==> src/rtl/div_pkg.sv <==
// div_pkg: state encodings and handshake constants shared by the divider and the ALU
package div_pkg;
  localparam int DIV_DATA_W = 32;
  localparam int DIV_CNT_W = 6;
  localparam logic DIV_START = 1'b1;
  localparam logic DIV_STOP = 1'b0;
  localparam logic DIV_RESULT_READY = 1'b1;
  localparam logic DIV_RESULT_NOT_READY = 1'b0;
  typedef enum logic [1:0] {
    DIV_FREE   = 2'b00,
    DIV_BYZERO = 2'b01,
    DIV_ON     = 2'b10,
    DIV_END    = 2'b11
  } div_state_e;
endpackage

==> src/rtl/div.sv <==
// div: multi-cycle radix-2 restoring divider for DIV/DIVU, one quotient bit per clock
module div
  import div_pkg::*;
#(
  parameter int DATA_W = DIV_DATA_W,
  parameter int CNT_W = DIV_CNT_W
) (
  input  logic                clk,
  input  logic                rst,
  input  logic                signed_div_i,
  input  logic [DATA_W-1:0]   opdata1_i,
  input  logic [DATA_W-1:0]   opdata2_i,
  input  logic                start_i,
  input  logic                annul_i,
  output logic [2*DATA_W-1:0] result_o,
  output logic                ready_o
);
  div_state_e state, state_n;
  logic [CNT_W-1:0] cnt, cnt_n;
  logic [2*DATA_W:0] dividend, dividend_n;
  logic [DATA_W-1:0] divisor, divisor_n, mag1, mag2, q, r;
  logic [DATA_W:0] diff;
  logic sgn, sgn_n, neg1, neg1_n, neg2, neg2_n, ready, ready_n;
  logic [2*DATA_W-1:0] result, result_n;
  always_comb begin
    mag1 = signed_div_i && opdata1_i[DATA_W-1] ? -opdata1_i : opdata1_i;
    mag2 = signed_div_i && opdata2_i[DATA_W-1] ? -opdata2_i : opdata2_i;
    diff = {1'b0, dividend[2*DATA_W-1:DATA_W]} - {1'b0, divisor};
    q = sgn && (neg1 ^ neg2) ? -dividend[DATA_W-1:0] : dividend[DATA_W-1:0];
    r = sgn && neg1 ? -dividend[2*DATA_W:DATA_W+1] : dividend[2*DATA_W:DATA_W+1];
  end
  always_comb begin
    state_n = state;
    cnt_n = cnt;
    dividend_n = dividend;
    divisor_n = divisor;
    sgn_n = sgn;
    neg1_n = neg1;
    neg2_n = neg2;
    result_n = result;
    ready_n = ready;
    case (state)
      DIV_FREE:
        if (start_i == DIV_START && !annul_i) begin
          state_n = opdata2_i == '0 ? DIV_BYZERO : DIV_ON;
          cnt_n = '0;
          sgn_n = signed_div_i;
          neg1_n = opdata1_i[DATA_W-1];
          neg2_n = opdata2_i[DATA_W-1];
          divisor_n = mag2;
          dividend_n = {{DATA_W{1'b0}}, mag1, 1'b0};
        end
      DIV_BYZERO: begin
        state_n = DIV_END;
        result_n = '0;
        ready_n = DIV_RESULT_READY;
      end
      DIV_ON:
        if (annul_i) begin
          state_n = DIV_FREE;
          cnt_n = '0;
          result_n = '0;
          ready_n = DIV_RESULT_NOT_READY;
        end else if (cnt != CNT_W'(DATA_W)) begin
          cnt_n = cnt + 1'b1;
          dividend_n = diff[DATA_W] ? dividend << 1 : {diff[DATA_W-1:0], dividend[DATA_W-1:0], 1'b1};
        end else begin
          state_n = DIV_END;
          result_n = {r, q};
          ready_n = DIV_RESULT_READY;
        end
      DIV_END:
        if (start_i == DIV_STOP) begin
          state_n = DIV_FREE;
          result_n = '0;
          ready_n = DIV_RESULT_NOT_READY;
        end
      default: state_n = DIV_FREE;
    endcase
  end
  always_ff @(posedge clk)
    if (!rst) begin
      state <= DIV_FREE;
      cnt <= '0;
      dividend <= '0;
      divisor <= '0;
      sgn <= 1'b0;
      neg1 <= 1'b0;
      neg2 <= 1'b0;
      result <= '0;
      ready <= DIV_RESULT_NOT_READY;
    end else begin
      state <= state_n;
      cnt <= cnt_n;
      dividend <= dividend_n;
      divisor <= divisor_n;
      sgn <= sgn_n;
      neg1 <= neg1_n;
      neg2 <= neg2_n;
      result <= result_n;
      ready <= ready_n;
    end
  assign result_o = result;
  assign ready_o = ready;
endmodule

==> config.mk <==
export PLATFORM = sky130hd
export DESIGN_NAME = div
export DESIGN_NICKNAME = d
export VERILOG_FILES = /design/src/rtl/div_pkg.sv /design/src/rtl/div.sv
export SDC_FILE = /design/constraint.sdc
export NUM_CORES = 1
export LEC_CHECK = 0
export CORE_AREA = 3 3 160 162
export CTS_CLUSTER_SIZE = 30
export DETAILED_ROUTE_END_ITERATION = 8
export DIE_AREA = 0 0 163 165
export GPL_TIMING_DRIVEN = 0
export PLACE_DENSITY_LB_ADDON = 0.08
export SYNTH_ARGS = -nofsm -noshare
export SYNTH_HDL_FRONTEND = slang
export SYNTH_SLANG_ARGS = --single-unit
==> constraint.sdc <==
create_clock -name clk -period 4.4 [get_ports clk]
set_input_delay 0.44 -clock clk [delete_from_list [all_inputs] [get_ports clk]]
set_output_delay 0.44 -clock clk [all_outputs]
set_load 0.05 [all_outputs]
==> impl_metrics.ini, run 1 <==
[final_layout]
finalInstanceArea_um2 = 13200
final_core_util_pct = 54.5
nNetsFinal = 1630
final_common_cell = dfxtp_1
num_antenna_cells = 0
drive_gt1_share_pct = 5.41
syn_to_final_growth_pct = 21.5
final_cells = 1858
mostFrequentLayoutCells = dfxtp_1 (173), nor2_1 (160), nand2_1 (132), clkdlybuf4s50_1 (132), o21ai_0 (109)

[cts]
cts_made_buffers = 17
cts_hold_buf = 0
cts_setup_buffers = 0
clkTransAtPathRegs_ns = 0.07
tritoncts = built
htreeDepth = 4
cts_sinks = 173
clk-insertion-delay-late_ns = 0.44
post_cts_resize_count = 0
clock-root-buffer = clkbuf_16
clockBufferDepth = 2

[sta]
timing.slew.headroom_pct = 51.2
fin_crit_ns = 3.52
maxSlewViolCount = 0
worst_pin_slew_ns = 0.730
skew_ns = 0.0173
post-route-period-util_pct = 79.9
setup_violations = 0
timing_hold_violations_final = 0
postLayoutSetupSlackWorst_ns = 0.884
tns_ns = 0
rsz0062_at_grt = false
hold-worst-slack_ns = 0.459
fmax_mhz = 284

[critical_path]
arrival_ns = 3.87
startpoint = dividend[33]$_SDFFE_PN0P_
crit_fanout = 10
r2r_setup_slack_ns = 0.88
cp.required_ns = 4.75
path_class = flip-flop to flip-flop
cp-end-kind = flip-flop
cp-start-kind = flip-flop
critPathCapture = dividend[57]$_SDFFE_PN0P_
regToRegEndpoint = dividend[57]$_SDFFE_PN0P_
r2r_start = dividend[33]$_SDFFE_PN0P_
rr_worst_depth = 12

[floorplan]
core_area_um2 = 24200
start_util_pct = 44.9
row_count = 57
die_x_um = 163
boundaryPins = 134
die_h_um = 165
dieArea_um2 = 26900

[logic_synthesis]
yosysSeqAreaShare_pct = 31.8
syn_inst = 1370
post-synth-top-area-fraction_pct = 31.8
syn_area_per_cell_um2 = 7.94
synth_nets = 1479
yosys-top-cells-area = dfxtp_1 (32%), xor2_1 (6.6%), nor2_1 (5.5%)
ys.flop_type = dfxtp_1
yosysTopAreaCell = dfxtp_1
yosys_warnings = 0
synth_edf_count = 0
async_flop_share_pct = 0
yosysUniqueCellTypes = 77
ys_ff_latch = 173
syn-cell-area_um2 = 10900

[global_routing]
track_usage_pct = 24.4
grt_pass1_wl_um = 52300
grt_overflow = 0
antenna_found_initial = 0
grt_max_degree = 21
grt_pass1_vias = 9528

[place]
place_worst_setup_slack_ns = 0.881
dpl_cell_area_um2 = 12600
hpwl_um = 26400
gp_congestion = 0.898
port_buffers = 132
dp_cells = 1826

[drt]
drtPass1Iterations = 6
drt_wl_total_um = 33000
route.detailed.drc = 0
num_vias = 10400
avgViaCountPerCell = 5.61
drtIter0Drc = 870
postRouteAntennaNets = 0
post_drt_wl_per_cell_um = 17.7

[pwr]
vdd_drop_max_mv = 0.234
power.density_nw_per_um2 = 293
p_sw_mw = 1.22
power.total_mw = 3.88
p_leak_nw = 4.95
p_int_mw = 2.65
p_sw_share_pct = 31.5
comb_power_share_pct = 17.5
p_clk_share_pct = 39.6
pwr-share-seq_pct = 42.9

[status]
outcome = finished, final reports clean

[min_path]
min_path_type = flip-flop to flip-flop

[flow_run]
max_cap_viol_count = 0
## cells by family (layout without fill, tap and decap cells)
family	after synthesis	after routing	synth area share (%)
flip-flops	173	173	31.8
multiplexers	22	22	2.05
adder cells (fa/ha/maj)	40	40	4.67
buffers and inverters	133	297	5.10
AO/OA/AOI/OAI	422	422	25.1
AND/OR/NAND/NOR	437	437	19.7
XOR/XNOR	143	143	11.5
## per-layer routing
metal	track usage [%]	part of all wire, %	up-vias
met5	0	0	-
met4	6.19	1.9	0
met3	3.24	6.0	36
met2	35.3	41	336
met1	37.8	51	4850
li1	-	-	5209
## worst min path at each step
stage	end	slack, ns	start	cells past startpoint
after floorplan	divisor[22]$_SDFFE_PN0P_	0.43	divisor[22]$_SDFFE_PN0P_	2
after global placement	result_o[22]$_SDFFE_PN0P_	0.44	result_o[22]$_SDFFE_PN0P_	2
after detailed placement	result_o[57]$_SDFFE_PN0P_	0.45	result_o[57]$_SDFFE_PN0P_	2
after CTS	result_o[57]$_SDFFE_PN0P_	0.46	result_o[57]$_SDFFE_PN0P_	2
after global routing	result_o[31]$_SDFFE_PN0P_	0.49	result_o[31]$_SDFFE_PN0P_	2
final	result_o[57]$_SDFFE_PN0P_	0.46	result_o[57]$_SDFFE_PN0P_	2
## worst max-delay path: stages (launching register included)
cell     delay (ns)
dfxtp_1        0.44
inv_1          0.15
fa_1           0.48
nor2b_1        0.23
o31ai_2        0.11
a21oi_1        0.31
a211o_1        0.30
a21oi_2        0.13
a31o_2         0.32
o21ai_4        0.28
buf_6          0.22
nand2_1        0.22
o21ai_0        0.25
## flip-flops by register name, indices dropped and copies added, names as in the netlist
signal,cells
dividend,65
result_o,64
divisor,32
cnt,6
state,2
neg1,1
neg2,1
ready_o,1
sgn,1
## Yosys cell counts, drive strengths merged (4+ instances only)
cell    count
a211oi     38
a21o       18
a21oi     105
a221oi      4
a22oi      40
a311oi      9
a31oi      14
a32o        4
a32oi       6
and2        6
and3        6
buf        14
clkbuf     69
dfxtp     173
ha         39
inv        49
mux2i      20
nand2     134
nand2b      9
nand3      14
nand4      13
nor2      161
nor2b       9
nor3       25
nor4       20
o211ai      9
o21a        4
o21ai     118
o21bai      5
o31ai      21
o41ai      11
or3        16
or4        10
xnor2      61
xor2       82
## final cells by class
class	instances	area, µm²
Buffer	84	370
Clock buffer	17	425
Clock inverter	15	181
Fill cell	2390	11000
Inverter	49	184
Multi-Input combinational cell	1064	6860
Sequential cell	173	3460
Tap cell	324	405
Timing Repair Buffer	132	1320
## power by group through the flow
stage,clock [mW],combinational (mW),sequential [mW]
floorplan,0,0.448,1.68
global placement,0,0.664,1.70
detailed placement,0,0.669,1.70
CTS,1.55,0.672,1.66
global route,1.61,0.754,1.67
finish,1.53,0.679,1.66
No activity file was read; power rests on OpenSTA's default activity.
==> inputs of run 2 (changes only) <==
==> constraint.sdc (replaced) <==
create_clock -name clk -period 3.3 [get_ports clk]
set_input_delay 0.33 -clock clk [delete_from_list [all_inputs] [get_ports clk]]
set_output_delay 0.33 -clock clk [all_outputs]
set_load 0.05 [all_outputs]
==> impl_metrics.ini, run 2 (synthesized netlist as in run 1, its figures left out) <==
[final_layout]
final_common_cell = dfxtp_1
num_antenna_cells = 0
largest_reg_flops = 65
finalInstanceArea_um2 = 13300
regMostFlops = dividend
mostFrequentLayoutCells = dfxtp_1 (172), nor2_1 (160), clkdlybuf4s50_1 (132), nand2_1 (131), o21ai_0 (108)
final_cells = 1862
fillers = 2386
nNetsFinal = 1634
final_core_util_pct = 54.7
drive_gt1_share_pct = 5.92
syn_to_final_growth_pct = 21.9

[critical_path]
path_class = flip-flop to flip-flop
cp.required_ns = 3.66
crit_fanout = 4
arrival_ns = 3.51
startpoint = dividend[32]$_SDFFE_PN0P_
r2r_start = dividend[32]$_SDFFE_PN0P_
cp-start-kind = flip-flop
cp-end-kind = flip-flop

[pwr]
comb_power_share_pct = 17.7
p_int_mw = 3.55
pwr-share-seq_pct = 42.8
p_clk_share_pct = 39.5
p_sw_mw = 1.63
vdd_drop_max_mv = 0.314
p_leak_nw = 4.97
p_sw_share_pct = 31.5
power.density_nw_per_um2 = 391

[sta]
rsz0062_at_grt = false
setup_violations = 0
postLayoutSetupSlackWorst_ns = 0.151
worst_pin_slew_ns = 0.763
fmax_mhz = 318
hold-worst-slack_ns = 0.409
post-route-period-util_pct = 95.4
maxSlewViolCount = 0
timing.slew.headroom_pct = 49.0
fin_crit_ns = 3.15
skew_ns = 0.0174
timing_hold_violations_final = 0

[drt]
avgViaCountPerCell = 5.58
drt_wl_total_um = 33000
drtPass1Iterations = 5
m1WireLength_um = 17000
route.detailed.drc = 0
num_vias = 10400
top_layer = met4
dr_wl_met2_um = 13600
route.met3.wl_um = 1890
post_drt_wl_per_cell_um = 17.7
postRouteAntennaNets = 0
drtIter0Drc = 894

[cts]
clock-root-buffer = clkbuf_16
htreeDepth = 4
cts_sinks = 173
clockBufferDepth = 2
tritoncts = built
cts_made_buffers = 17
clk-insertion-delay-late_ns = 0.44
clkTransAtPathRegs_ns = 0.07
cts_hold_buf = 0

[flow_run]
max_cap_viol_count = 0

[global_routing]
grt_pass1_wl_um = 52400
grt_pass1_vias = 9548
grt_max_degree = 21
track_usage_pct = 24.4
antenna_found_initial = 0
grt_overflow = 0

[place]
place_worst_setup_slack_ns = -0.219
gp_congestion = 0.898
dp_cells = 1826
hpwl_um = 26400
dpl_cell_area_um2 = 12600
port_buffers = 132

[min_path]
min-delay-start = rst
min_path_type = input pin to flip-flop

[floorplan]
dieArea_um2 = 26900
boundaryPins = 134
core_area_um2 = 24200
die_h_um = 165
die_x_um = 163
row_count = 57
start_util_pct = 44.9

[status]
outcome = finished, final reports clean
[run 2: power groups by stage]
stage                     registers, mW  logic, mW  clock network [mW]
after global routing               2.23       1.02                2.15
final                              2.22      0.916                2.04
after global placement             2.26      0.886                   0
after detailed placement           2.27      0.892                   0
after CTS                          2.22      0.902                2.07
after floorplan                    2.24      0.597                   0
[run 2: what timing repair did]
action / 4_1_cts / 5_1_grt
resized for setup: 1 / 5
buffers inserted: 3 / 1
endpoints found under the setup margin: 28 / 29
pin swaps: 2 / 1
[run 2: final cells by class]
type                            count  area [µm²]  share of cell area [%]
Multi-Input combinational cell   1064        6870                    51.8
Sequential cell                   173        3460                    26.1
Timing Repair Buffer              136        1350                    10.2
Clock buffer                       17         425                    3.21
Tap cell                          324         405                    3.06
Buffer                             84         374                    2.82
Inverter                           49         184                    1.39
Clock inverter                     15         181                    1.37
[run 2: final timing paths]
path	endpoint	slack, ns	cells after the start
min	dividend[30]$_SDFFE_PN0P_	0.41	3
max	dividend[47]$_SDFFE_PN0P_	0.15	13
max reg2reg	dividend[47]$_SDFFE_PN0P_	0.15	13
min reg2reg	result_o[57]$_SDFFE_PN0P_	0.46	2
[run 2: worst max-delay path, stage by stage (launching register included)]
cell     delay [ns]
dfxtp_1        0.34
inv_1          0.08
ha_1           0.21
fa_1           0.41
nor2b_2        0.19
o31ai_2        0.10
a21oi_2        0.22
a211o_1        0.23
a21oi_2        0.11
a31o_2         0.32
o21ai_4        0.22
buf_4          0.19
mux2_2         0.35
o21ai_1        0.11
[run 2: routing by layer]
layer  vias to the layer above  track usage (%)
li1                       5224                -
met1                      4814             37.9
met2                       313             35.3
met3                        33             3.26
met4                         0             6.19
met5                         -                0
[run 2: metrics by stage]
| step | power [mW] | setup TNS (ns) |
|---|---|---|
| after global routing | 5.39 | 0 |
| final | 5.18 | 0 |
| after global placement | 3.15 | -1.64 |
| after detailed placement | 3.16 | -3.91 |
| after CTS | 5.19 | 0 |
| after floorplan | 2.84 | 0 |
==> inputs of run 3 (changes only) <==
--- a/config.mk
+++ b/config.mk
@@ -5,10 +5,10 @@
 export SDC_FILE = /design/constraint.sdc
 export NUM_CORES = 1
 export LEC_CHECK = 0
-export CORE_AREA = 3 3 160 162
+export CORE_AREA = 2 2 159 161
 export CTS_CLUSTER_SIZE = 30
 export DETAILED_ROUTE_END_ITERATION = 8
-export DIE_AREA = 0 0 163 165
+export DIE_AREA = 0 0 161 163
 export GPL_TIMING_DRIVEN = 0
 export PLACE_DENSITY_LB_ADDON = 0.08
 export SYNTH_ARGS = -nofsm -noshare
==> impl_metrics.ini, run 3 (synthesized netlist as in run 1, its figures left out) <==
[floorplan]
dieArea_um2 = 26200
core_area_um2 = 24700
start_util_pct = 44.1
die_x_um = 161
row_count = 58
boundaryPins = 134
die_h_um = 163

[critical_path]
crit_fanout = 6
cp-end-kind = flip-flop
path_delay_family = compound AO/OA/AOI/OAI gates
max_stage_delay_ns = 0.41
cp.required_ns = 3.66
worst-path-buf-inv = 2
regToRegEndpoint = dividend[47]$_SDFFE_PN0P_
arrival_ns = 3.54
cpMaxStageDelayCell = fa_1
r2r_setup_slack_ns = 0.12
cp-start-kind = flip-flop
r2r_start = dividend[32]$_SDFFE_PN0P_
crit_top_cell = a21oi_2
cp_cell_sequence = inv_1, ha_1, fa_1, nor2b_2, o31ai_2, a21oi_2, a211o_1, a21oi_2, a31o_2, o21ai_4, buf_4, mux2_2, o21ai_1
path_class = flip-flop to flip-flop
rr_worst_depth = 13

[global_routing]
grt_overflow = 0
grt_pass1_wl_um = 51400
grt_pass1_vias = 9389
antenna_found_initial = 1
track_usage_pct = 24.7
grt_max_degree = 20

[cts]
cts_sinks = 173
clock-root-buffer = clkbuf_16
htreeDepth = 4
clkTransAtPathRegs_ns = 0.08
tritoncts = built
clockBufferDepth = 2
cts_made_buffers = 17
clk-insertion-delay-late_ns = 0.44

[pwr]
power.total_mw = 5.14
p_leak_nw = 4.96
power.density_nw_per_um2 = 388
vdd_drop_max_mv = 0.275

[sta]
fin_crit_ns = 3.18
timing.slew.headroom_pct = 48.3
tns_ns = 0
maxSlewViolCount = 0
timing_hold_violations_final = 0
postLayoutSetupSlackWorst_ns = 0.119
fmax_mhz = 314
skew_ns = 0.0135
worst_pin_slew_ns = 0.775
setup_violations = 0
post-route-period-util_pct = 96.4

[min_path]
holdPathStages = 3
min-delay-start = rst
min_path_type = input pin to flip-flop
min_to = dividend[30]$_SDFFE_PN0P_

[status]
outcome = finished, final reports clean

[flow_run]
max_cap_viol_count = 0

[place]
place_worst_setup_slack_ns = -0.131
gp_congestion = 0.879
hpwl_um = 26300
dpl_cell_area_um2 = 12600
port_buffers = 132
dp_cells = 1832

[drt]
postRouteAntennaNets = 0
post_drt_wl_per_cell_um = 17.7
avgViaCountPerCell = 5.57
drt_wl_total_um = 33000
num_vias = 10400
drtPass1Iterations = 5
route.detailed.drc = 0
drtIter0Drc = 823

[final_layout]
mostFrequentLayoutCells = dfxtp_1 (172), nor2_1 (160), clkdlybuf4s50_1 (132), nand2_1 (131), o21ai_0 (109)
nNetsFinal = 1634
final_common_cell = dfxtp_1
final_cells = 1868
final-seq-area_um2 = 3460
finalInstanceArea_um2 = 13300
largest_reg_flops = 65
drive_gt1_share_pct = 5.92
num_antenna_cells = 0
regMostFlops = dividend
syn_to_final_growth_pct = 21.9
fillers = 2405
multiInputGateArea_um2 = 6870
-- run 3: worst max-delay path by stage --
stage	from	depth (start not counted)	slack, ns	to
floorplan	dividend[32]$_SDFFE_PN0P_	13	0.46	dividend[45]$_SDFFE_PN0P_
global placement	dividend[33]$_SDFFE_PN0P_	12	-0.11	dividend[46]$_SDFFE_PN0P_
detailed placement	dividend[33]$_SDFFE_PN0P_	12	-0.13	dividend[50]$_SDFFE_PN0P_
CTS	dividend[33]$_SDFFE_PN0P_	12	0.03	dividend[50]$_SDFFE_PN0P_
global route	dividend[32]$_SDFFE_PN0P_	13	-0.02	dividend[55]$_SDFFE_PN0P_
finish	dividend[32]$_SDFFE_PN0P_	13	0.12	dividend[47]$_SDFFE_PN0P_
-- run 3: tightest hold or removal path, cell delays in order --
cell and delay, ns:
clkbuf_1 0.27, nand3_1 0.17, o21ai_1 0.05
-- run 3: area by class of cell --
type,count,area share [%]
multi-input cells,1064,51.8
flip-flops and latches,173,26.1
repair buffers,136,10.2
clock buffers,17,3.21
well taps,330,3.11
plain buffers,84,2.85
inverters,49,1.39
clock inverters,15,1.28
-- run 3: power breakdown --
group	switching, mW	total [mW]	internal [mW]
combinational	0.551	0.916	0.365
sequential	0.0715	2.22	2.15
clock	0.993	2.01	1.02
total	1.61	5.14	3.53
-- run 3: metal layers --
metal / wire length (µm) / vias to the layer above / global-route usage [%]
li1: - / 5224 / -
met4: 623 / 2 / 6.98
met3: 2020 / 39 / 3.23
met2: 13700 / 320 / 36.1
met1: 16700 / 4821 / 37.7
met5: 13 / - / 0
-- run 3: timing repair --
action | CTS | global route
pin swaps | 1 | 2
endpoints found under the setup margin | 26 | 26
hold buffers | 0 | 0
gates resized for setup | 1 | 5
buffers inserted | 1 | 3
-- run 3: through the flow --
step / hold WS (ns) / utilization, %
floorplan: 0.432 / -
finish: 0.436 / 53.7
global placement: 0.440 / 51.1
global route: 0.474 / 53.7
detailed placement: 0.442 / 51.1
CTS: 0.413 / 53.6
